`src/rtl/cook_timer.sv`:
```
// Purpose: BCD mm:ss countdown cook timer feeding timer_done to the magnetron control.
// Latency: digits and done_pulse update one cycle after the deciding edge; timer_done is a decode of the digits with no added delay.
// Backpressure: none; a load arriving while counting or carrying a non-BCD digit is dropped, and a pause holds the prescaler.
//
// Ports:
//   clk, rstn          - clock (rising edge), asynchronous active-low reset
//   clearn             - synchronous active-low clear (keypad CLEAR)
//   load_en/load_digit - one-cycle keypad strobe plus BCD digit, shifted in from the right
//   enable             - count enable (magnetron on)
//   sec_ones..min_tens - BCD display digits
//   timer_done         - level, high while the display reads 00:00
//   done_pulse         - one cycle, when the count reaches 00:00 by decrementing
module cook_timer #(
  parameter int TICK_DIV = 100,
  parameter int PW       = 7
) (
  input  logic       clk,
  input  logic       rstn,
  input  logic       clearn,
  input  logic       load_en,
  input  logic [3:0] load_digit,
  input  logic       enable,
  output logic [3:0] sec_ones,
  output logic [3:0] sec_tens,
  output logic [3:0] min_ones,
  output logic [3:0] min_tens,
  output logic       timer_done,
  output logic       done_pulse
);

  localparam logic [PW-1:0] PRE_MAX = PW'(TICK_DIV - 1);

  logic [3:0]    sec_ones_q, sec_ones_d;
  logic [3:0]    sec_tens_q, sec_tens_d;
  logic [3:0]    min_ones_q, min_ones_d;
  logic [3:0]    min_tens_q, min_tens_d;
  logic [PW-1:0] pre_q, pre_d;
  logic          done_pulse_q, done_pulse_d;
  logic          load_ok;
  logic          tick;

  assign timer_done = (sec_ones_q == 4'd0) && (sec_tens_q == 4'd0) &&
                      (min_ones_q == 4'd0) && (min_tens_q == 4'd0);

  // A load is only taken while stopped and with a legal BCD digit; a rejected
  // load behaves as if the strobe never happened, so counting carries on.
  assign load_ok = load_en && !enable && (load_digit <= 4'd9);

  always_comb begin
    sec_ones_d   = sec_ones_q;
    sec_tens_d   = sec_tens_q;
    min_ones_d   = min_ones_q;
    min_tens_d   = min_tens_q;
    pre_d        = pre_q;
    done_pulse_d = 1'b0;
    tick         = 1'b0;

    if (!clearn) begin
      sec_ones_d = 4'd0;
      sec_tens_d = 4'd0;
      min_ones_d = 4'd0;
      min_tens_d = 4'd0;
      pre_d      = '0;
    end else if (load_ok) begin
      min_tens_d = min_ones_q;
      min_ones_d = sec_tens_q;
      sec_tens_d = sec_ones_q;
      sec_ones_d = load_digit;
      pre_d      = '0;
    end else if (enable && !timer_done) begin
      if (pre_q == PRE_MAX) begin
        pre_d = '0;
        tick  = 1'b1;
      end else begin
        pre_d = pre_q + PW'(1);
      end
    end

    if (tick) begin
      if (sec_ones_q != 4'd0) begin
        sec_ones_d = sec_ones_q - 4'd1;
      end else if (sec_tens_q != 4'd0) begin
        sec_ones_d = 4'd9;
        sec_tens_d = sec_tens_q - 4'd1;
      end else begin
        // Seconds are 00 and the display is nonzero, so minutes must be nonzero.
        sec_ones_d = 4'd9;
        sec_tens_d = 4'd5;
        if (min_ones_q != 4'd0) begin
          min_ones_d = min_ones_q - 4'd1;
        end else begin
          min_ones_d = 4'd9;
          min_tens_d = min_tens_q - 4'd1;
        end
      end
      // Pulse lines up with the edge that makes timer_done rise.
      done_pulse_d = (sec_ones_d == 4'd0) && (sec_tens_d == 4'd0) &&
                     (min_ones_d == 4'd0) && (min_tens_d == 4'd0);
    end
  end

  always_ff @(posedge clk or negedge rstn) begin
    if (!rstn) begin
      sec_ones_q   <= 4'd0;
      sec_tens_q   <= 4'd0;
      min_ones_q   <= 4'd0;
      min_tens_q   <= 4'd0;
      pre_q        <= '0;
      done_pulse_q <= 1'b0;
    end else begin
      sec_ones_q   <= sec_ones_d;
      sec_tens_q   <= sec_tens_d;
      min_ones_q   <= min_ones_d;
      min_tens_q   <= min_tens_d;
      pre_q        <= pre_d;
      done_pulse_q <= done_pulse_d;
    end
  end

  assign sec_ones   = sec_ones_q;
  assign sec_tens   = sec_tens_q;
  assign min_ones   = min_ones_q;
  assign min_tens   = min_tens_q;
  assign done_pulse = done_pulse_q;

endmodule

```
`config.mk`:
```
export PLATFORM = sky130hd
export DESIGN_NAME = cook_timer
export DESIGN_NICKNAME = d
export VERILOG_FILES = /design/src/rtl/cook_timer.sv
export SDC_FILE = /design/constraint.sdc
export NUM_CORES = 1
export LEC_CHECK = 0
export ABC_AREA = 1
export BUFFER_PORTS_ARGS = -buffer_cell sky130_fd_sc_hd__buf_2
export CAP_MARGIN = 25
export CORE_MARGIN = 3
export CORE_UTILIZATION = 45
export CTS_CLUSTER_SIZE = 24
export DETAILED_ROUTE_END_ITERATION = 7
export PLACE_DENSITY = 0.65
export RECOVER_POWER = 25
export SETUP_SLACK_MARGIN = 0.3
export SYNTH_ARGS = -nofsm -noshare
export SYNTH_HDL_FRONTEND = slang
export SYNTH_SLANG_ARGS = --single-unit
```
`constraint.sdc`:
```
create_clock -name clk -period 3.55 [get_ports clk]
set_input_delay 0.355 -clock clk [delete_from_list [all_inputs] [get_ports clk]]
set_output_delay 0.355 -clock clk [all_outputs]
set_load 0.02 [all_outputs]
```
==> impl_metrics.json, run 1 <==
{
  "outcome": "completed",
  "vdd.ir_drop.worst_uv": 316,
  "floorplan.die.width_um": 69.3,
  "nNetsFinal": 300,
  "placement.io_buffers": 26,
  "worstPathMaxFanout": 4,
  "route.detailed.wl_per_inst_um": 12.1,
  "power_density_nw_per_um2": 352,
  "area_growth_syn_to_layout_pct": 10.5,
  "htreeDepth": 1,
  "fin_crit_sh_pct": 57.3,
  "cp.required_ps": 3190,
  "compound_cell_area_share_of_the_yosys_netlist_pct": 12.1,
  "design_area_sq_um": 1990,
  "ys.flop_type": "dfrtp_1",
  "tritoncts": "yes",
  "gp_routability_congestion": 0.852,
  "synthesis.area_sq_um": 1800,
  "detailedRoute.firstIterationViolations": 148,
  "dr_vias": 1707,
  "synthXorXnorAreaFrac_pct": 0.972,
  "detail_route.first_pass.iterations": 4,
  "power_leakage_nw": 1.07,
  "antennaDiodeCount": 0,
  "final_max_slew_viol_count": 0,
  "floorplan.io_pins": 27,
  "post_cts.repair.setup_buffers": 0,
  "finalNonFillerCells": 335,
  "met1_usage_pct": 26.2,
  "design.core.area_sq_um": 3770,
  "dpl_hpwl_um": 3170,
  "clk_latency_ps": 270,
  "root_buffer": "clkbuf_8",
  "top_usage_layer": "met2",
  "synth_top_family_by_area": "simple AND/OR/NAND/NOR gates",
  "syn-instance-count": 264,
  "critPathArrivalTime_ps": 1680,
  "cp-end-kind": "output port",
  "period_minus_slack_ps": 2030,
  "postRouteAntennaNets": 0,
  "floorplan.initialDensity_pct": 47.8,
  "clockBufferDepth": 2,
  "worst-slew-pin-transition_ps": 1330,
  "yosysSeqAreaShare_pct": 33.3,
  "die_area_sq_um": 4800,
  "critical_path_class": "reg -> out",
  "finalPower_w": 0.000700,
  "ctsHoldBuffers": 0,
  "number_of_antenna_violations_at_the_first_check_in_global_routing": 0,
  "synth-simple-area-share_pct": 40.6,
  "grt_setup_unrepaired": "false",
  "groute.layer.met2.usage_pct": 27.4,
  "drt-total-wl_um": 4040,
  "asyncSetResetFlopFracSynth_pct": 100,
  "layout.core_utilization_pct": 52.8,
  "global_route.usage.total_pct": 17.9,
  "finClkSkew_ps": 2.06,
  "tritoncts.num_buffers": 3,
  "min_path_type": "in -> async",
  "numPlacedInstances": 331,
  "fmax_ghz": 0.492,
  "ctsResizeCount": 0,
  "synth.net_count": 276,
  "drcViolationCount": 0,
  "timing.final.setup_violations": 0,
  "synth.mux.area_fraction_pct": 0,
  "drv.max_cap_violation_count": 0,
  "die_height_um": 69.3,
  "gr-usage-met3_pct": 3.33,
  "setup_total_negative_slack_ps": 0,
  "number_of_enable_type_register_cells_in_the_synthesized_netlist": 0,
  "grt_start_max_net_pins": 25,
  "vias_per_cell": 5.10,
  "fillerInstances": 395,
  "maxSlewHeadroom_pct": 11.5,
  "synth_area_per_cell_sq_um": 6.82,
  "ff2ff_path_depth": 9,
  "detailed_place.area_sq_um": 1940,
  "worst_setup_path_start_kind": "flop",
  "synth_seq_cells": 24,
  "worst_setup_hold_path_clk_slew_ps": 90,
  "gr-total-overflow": 0,
  "first_pass_grt_wire_length_um": 7110,
  "yosysWarningCount": 0,
  "finalHoldViolCount": 0,
  "first_global_vias": 1545,
  "cts_sinks": 24,
  "rows": 22,
  "yosys.cell_types.count": 31,
  "final_layout_size_suffix_gt1_share_pct": 16.4,
  "synthAdderAreaFrac_pct": 2.08
}
[final cells by class]
class	count	area, sq um	area share [%]
Multi-Input combinational cell	196	1000	50.4
Clock buffer	4	55.1	2.77
Inverter	37	143	7.17
Sequential cell	24	601	30.2
Tap cell	48	60.1	3.02
Timing Repair Buffer	26	129	6.47
[path summary, 6_finish.rpt]
| path | start | slack (ps) | to |
|---|---|---|---|
| setup / recovery | min_tens[0] | 1520 | timer_done |
| hold / removal | rstn | 360 | min_tens[2] |
| setup reg to reg | min_tens[0] | 1730 | pre_q[5] |
| hold reg to reg | pre_q[1] | 510 | pre_q[1] |
| max in group asynchronous | rstn | 2400 | min_tens[1] |
| min in group clk | load_digit[0] | 430 | sec_ones[0] |
[placed cells by master, fill, tap and decap left out]
cell,instances
nand2_1,74
nand3_1,39
inv_1,34
buf_2,25
dfrtp_1,24
o21ai_0,18
nor2_1,13
o21ai_1,12
a21oi_1,9
nand2_2,4
clkbuf_8,4
nor2_4,3
o211ai_1,3
nand4_1,3
ha_1,3
nand2_4,2
nor3b_1,2
nand3_4,2
nor3_1,2
xor2_1,2
nand3_2,1
nor2_8,1
nor2_2,1
inv_4,1
clkinv_2,1
or2_2,1
inv_2,1
nor4_1,1
clkbuf_1,1
[kinds of logic after synthesis]
family / Yosys count
and+or+nand+nor: 149
buffers and inverters: 44
AOI/OAI and AO/OA: 42
DFF: 24
adders and majority gates: 3
xor gates and xnor gates: 2
[through the flow]
step,setup WS (ps),hold WS (ps)
finish,1520,358
global route,1280,445
CTS,1490,81.9
detailed placement,1250,386
global placement,1350,385
floorplan,1840,59.4
[worst max-delay path, cell delays in order (launching register included)]
cell	delay [ps]
dfrtp_1	400
inv_1	140
ha_1	160
nor3b_1	340
nand3_4	150
inv_1	80
buf_2	160
[power by group]
part | internal (W) | total, W | switching (W)
Clock | 0.0000990 | 0.000187 | 0.0000883
Combinational | 0.0000659 | 0.000211 | 0.000145
Sequential | 0.000287 | 0.000303 | 0.0000160
[cell usage after synthesis (3+ instances only)]
cell type,number,area share (%)
a21oi_1,9,2.5
dfrtp_1,24,33
ha_1,3,2.1
inv_1,34,7.1
nand2_1,74,15
nand2_2,4,1.4
nand3_1,39,11
nand4_1,3,1.0
nor2_1,13,2.7
nor2_4,3,1.9
o211ai_1,3,1.2
o21ai_0,18,5.0
o21ai_1,12,3.3
[layer usage]
| metal | wire [um] | part of all wire, % |
|---|---|---|
| met2 | 1820 | 45 |
| met4 | 28 | 0.69 |
| met1 | 2040 | 51 |
| met3 | 146 | 3.6 |
| met5 | 0 | 0 |
[registers in the layout, indices dropped and copies added, names as in the netlist]
name and flops:
done_pulse 1, min_ones 4, min_tens 4, pre_q 7, sec_ones 4, sec_tens 4
Note: power is estimated with default switching activity, not from simulation.
==> inputs of run 2 (changes only) <==
--- a/config.mk
+++ b/config.mk
@@ -5,14 +5,14 @@
 export SDC_FILE = /design/constraint.sdc
 export NUM_CORES = 1
 export LEC_CHECK = 0
-export ABC_AREA = 1
+export ABC_AREA = 0
 export BUFFER_PORTS_ARGS = -buffer_cell sky130_fd_sc_hd__buf_2
 export CAP_MARGIN = 25
 export CORE_MARGIN = 3
 export CORE_UTILIZATION = 45
 export CTS_CLUSTER_SIZE = 24
 export DETAILED_ROUTE_END_ITERATION = 7
-export PLACE_DENSITY = 0.65
+export PLACE_DENSITY = 0.68
 export RECOVER_POWER = 25
 export SETUP_SLACK_MARGIN = 0.3
 export SYNTH_ARGS = -nofsm -noshare
==> constraint.sdc (replaced) <==
create_clock -name clk -period 1.75 [get_ports clk]
set_input_delay 0.175 -clock clk [delete_from_list [all_inputs] [get_ports clk]]
set_output_delay 0.175 -clock clk [all_outputs]
set_load 0.02 [all_outputs]
==> run 2 against run 1 <==
The flow now finishes with violations (setup timing). Critical path depth decreased by 1. Final cell count grew 4.2%. Count of clock-buffer cells in the layout unchanged. Via count increased by 25%. Design area grew 36%. Utilization up 24 points. Area after synthesis decreased by 3.8%. Sequential power rose by 96%. Die area down 3.5%. Setup slack worse by 2000 ps. Critical path type is now reg -> reg. Highest routed layer unchanged.
==> impl_metrics.json, run 2 <==
{
  "die_height_um": 68.1,
  "critical_path_class": "reg -> reg",
  "route.detailed.wl_per_inst_um": 17.5,
  "first_global_vias": 2069,
  "worst_setup_path_start_kind": "flop",
  "synth_area_per_cell_sq_um": 8.25,
  "cts_sinks": 24,
  "worst_setup_hold_path_clk_slew_ps": 90,
  "root_buffer": "clkbuf_8",
  "grt_start_max_net_pins": 25,
  "syn-instance-count": 210,
  "clockBufferDepth": 2,
  "netlist.area_leader.share_pct": 34.7,
  "dr_vias": 2140,
  "p_clk_share_pct": 25.3,
  "grt_setup_unrepaired": "true",
  "rows": 21,
  "number_of_antenna_violations_at_the_first_check_in_global_routing": 0,
  "floorplan.io_pins": 27,
  "synth.net_count": 222,
  "yosysWarningCount": 0,
  "fin_crit_sh_pct": 129,
  "synthMostInstantiatedCell": "dfrtp_1",
  "finalPower_w": 0.00153,
  "synth_seq_cells": 24,
  "critPathArrivalTime_ps": 2420,
  "detailedRoute.firstIterationViolations": 248,
  "finClkSkew_ps": 1.87,
  "ys.flop_type": "dfrtp_1",
  "yosys.cell_types.count": 46,
  "drt-total-wl_um": 6100,
  "seqPwrFrac_pct": 38.9,
  "fmax_ghz": 0.444,
  "synthDominantAreaCellType": "dfrtp_1",
  "detailed_place.area_sq_um": 2380,
  "area_growth_syn_to_layout_pct": 56.5,
  "cp.required_ps": 1920,
  "part_of_the_total_power_dissipated_in_combinational_logic_pct": 35.9,
  "nNetsFinal": 316,
  "gr-total-overflow": 0,
  "vdd.ir_drop.worst_uv": 411,
  "switchingPower_w": 0.000490,
  "final_layout_size_suffix_gt1_share_pct": 46.9,
  "yosys-top-cells-count": "dfrtp_1, o21ai_0, nand3_1, nand2_1",
  "gp_routability_congestion": 0.954,
  "finalHoldViolCount": 0,
  "first_pass_grt_wire_length_um": 10200,
  "worstPathMaxFanout": 2,
  "fin_ws_ps": -504,
  "mostFrequentLayoutCell": "buf_4",
  "design_area_sq_um": 2710,
  "numPlacedInstances": 337,
  "final_max_slew_viol_count": 0,
  "tritoncts.num_buffers": 3,
  "power_report.internal_total_w": 0.00104,
  "antennaDiodeCount": 0,
  "placement.io_buffers": 26,
  "finalNonFillerCells": 349,
  "vias_per_cell": 6.13,
  "failed_checks": "setup timing",
  "period_minus_slack_ps": 2250,
  "detail_route.first_pass.iterations": 5,
  "timing.final.setup_violations": 25,
  "floorplan.initialDensity_pct": 49.2,
  "power_leakage_nw": 1.24,
  "sw_frac_of_total_pct": 32.1,
  "die_area_sq_um": 4630,
  "floorplan.die.width_um": 68.1,
  "yosysSeqAreaShare_pct": 34.7,
  "clk_latency_ps": 270,
  "ys_top_cells_by_area": "dfrtp_1, o21ai_0, mux2_2, nand3_1, a21oi_1",
  "number_of_enable_type_register_cells_in_the_synthesized_netlist": 0,
  "number_of_flip_flops_in_the_largest_register": 7,
  "cp-end-kind": "flop",
  "global_route.usage.total_pct": 29.3,
  "power_density_nw_per_um2": 564,
  "postRouteAntennaNets": 0,
  "min_path_type": "in -> reg",
  "design.core.area_sq_um": 3520,
  "drv.max_cap_violation_count": 0,
  "outcome": "finished with violations",
  "synthesis.area_sq_um": 1730,
  "maxSlewHeadroom_pct": 57.6,
  "worst-slew-pin-transition_ps": 635,
  "asyncSetResetFlopFracSynth_pct": 100,
  "mostFrequentLayoutCells": "buf_4, buf_2, dfrtp_1, nand3_1",
  "drcViolationCount": 0,
  "htreeDepth": 1,
  "largest_register": "pre_q",
  "dpl_hpwl_um": 3970,
  "tritoncts": "yes"
}
[run 2: worst paths after layout]
kind / from / to / cells after the start / slack, ps
max in group asynchronous: rstn / sec_ones[1] / 2 / 860
max reg2reg: sec_ones[1] / done_pulse / 5 / -500
min: load_digit[3] / sec_ones[3] / 3 / 210
max: sec_ones[1] / done_pulse / 5 / -500
min in group asynchronous: rstn / sec_tens[3] / 2 / 450
min reg2reg: pre_q[6] / pre_q[6] / 2 / 570
[run 2: cell type report]
| type | count | area (sq um) |
|---|---|---|
| Sequential cell | 24 | 604 |
| Inverter | 6 | 22.5 |
| Tap cell | 46 | 57.6 |
| Clock buffer | 4 | 55.1 |
| Multi-Input combinational cell | 167 | 1220 |
| Fill cell | 267 | 810 |
| Timing Repair Buffer | 102 | 747 |
[run 2: worst max-delay path, cell delays in order (launching register included)]
cell and delay (ps):
dfrtp_2 430, or4_4 530, and3_4 160, a221o_1 330, or4_4 510, a2111oi_4 190
[run 2: what timing repair did]
| item | in CTS | in global routing |
|---|---|---|
| cloned | 1 | 0 |
| resized for setup | 43 | 10 |
| pin swaps | 5 | 3 |
| hold endpoints to repair | 24 | 0 |
| buffers inserted | 5 | 1 |
| hold buffers | 1 | 0 |
| endpoints found under the setup margin | 25 | 25 |
[run 2: cell families (layout without fill, tap and decap cells)]
logic type      count (synthesis)  in the layout  synth area share (%)
compound gates                 68             68                  25.0
xor+xnor                        3              3                  1.52
fa+ha+maj                       3              3                  2.17
buf+inv                        19            112                  4.98
flops                          24             24                  34.7
mux                            11             11                  6.93
simple gates                   82             82                  24.8
[run 2: stage by stage]
stage	hold slack (ps)	worst slack [ps]	util [%]	setup TNS (ps)
after floorplan	-121	-616	-	-11440
after global placement	194	-443	67.5	-5670
after detailed placement	196	-481	67.5	-5870
after CTS	201	-482	75.7	-5260
after global routing	225	-553	77.0	-9700
final	208	-504	77.0	-6200
[run 2: power by group through the flow]
stage               Sequential (W)  Clock, W  Combinational, W
global route              0.000597  0.000420          0.000588
finish                    0.000594  0.000386          0.000548
global placement          0.000602         0          0.000417
CTS                       0.000593  0.000396          0.000512
detailed placement        0.000603         0          0.000421
floorplan                 0.000631         0          0.000194
[run 2: routing by layer]
| metal | up-vias | wire, um | global-route usage [%] |
|---|---|---|---|
| met5 | - | 0 | 0 |
| met4 | 0 | 163 | 9.93 |
| met3 | 22 | 548 | 4.43 |
| met2 | 122 | 2810 | 47.7 |
| met1 | 1012 | 2580 | 39.6 |
| li1 | 984 | - | - |
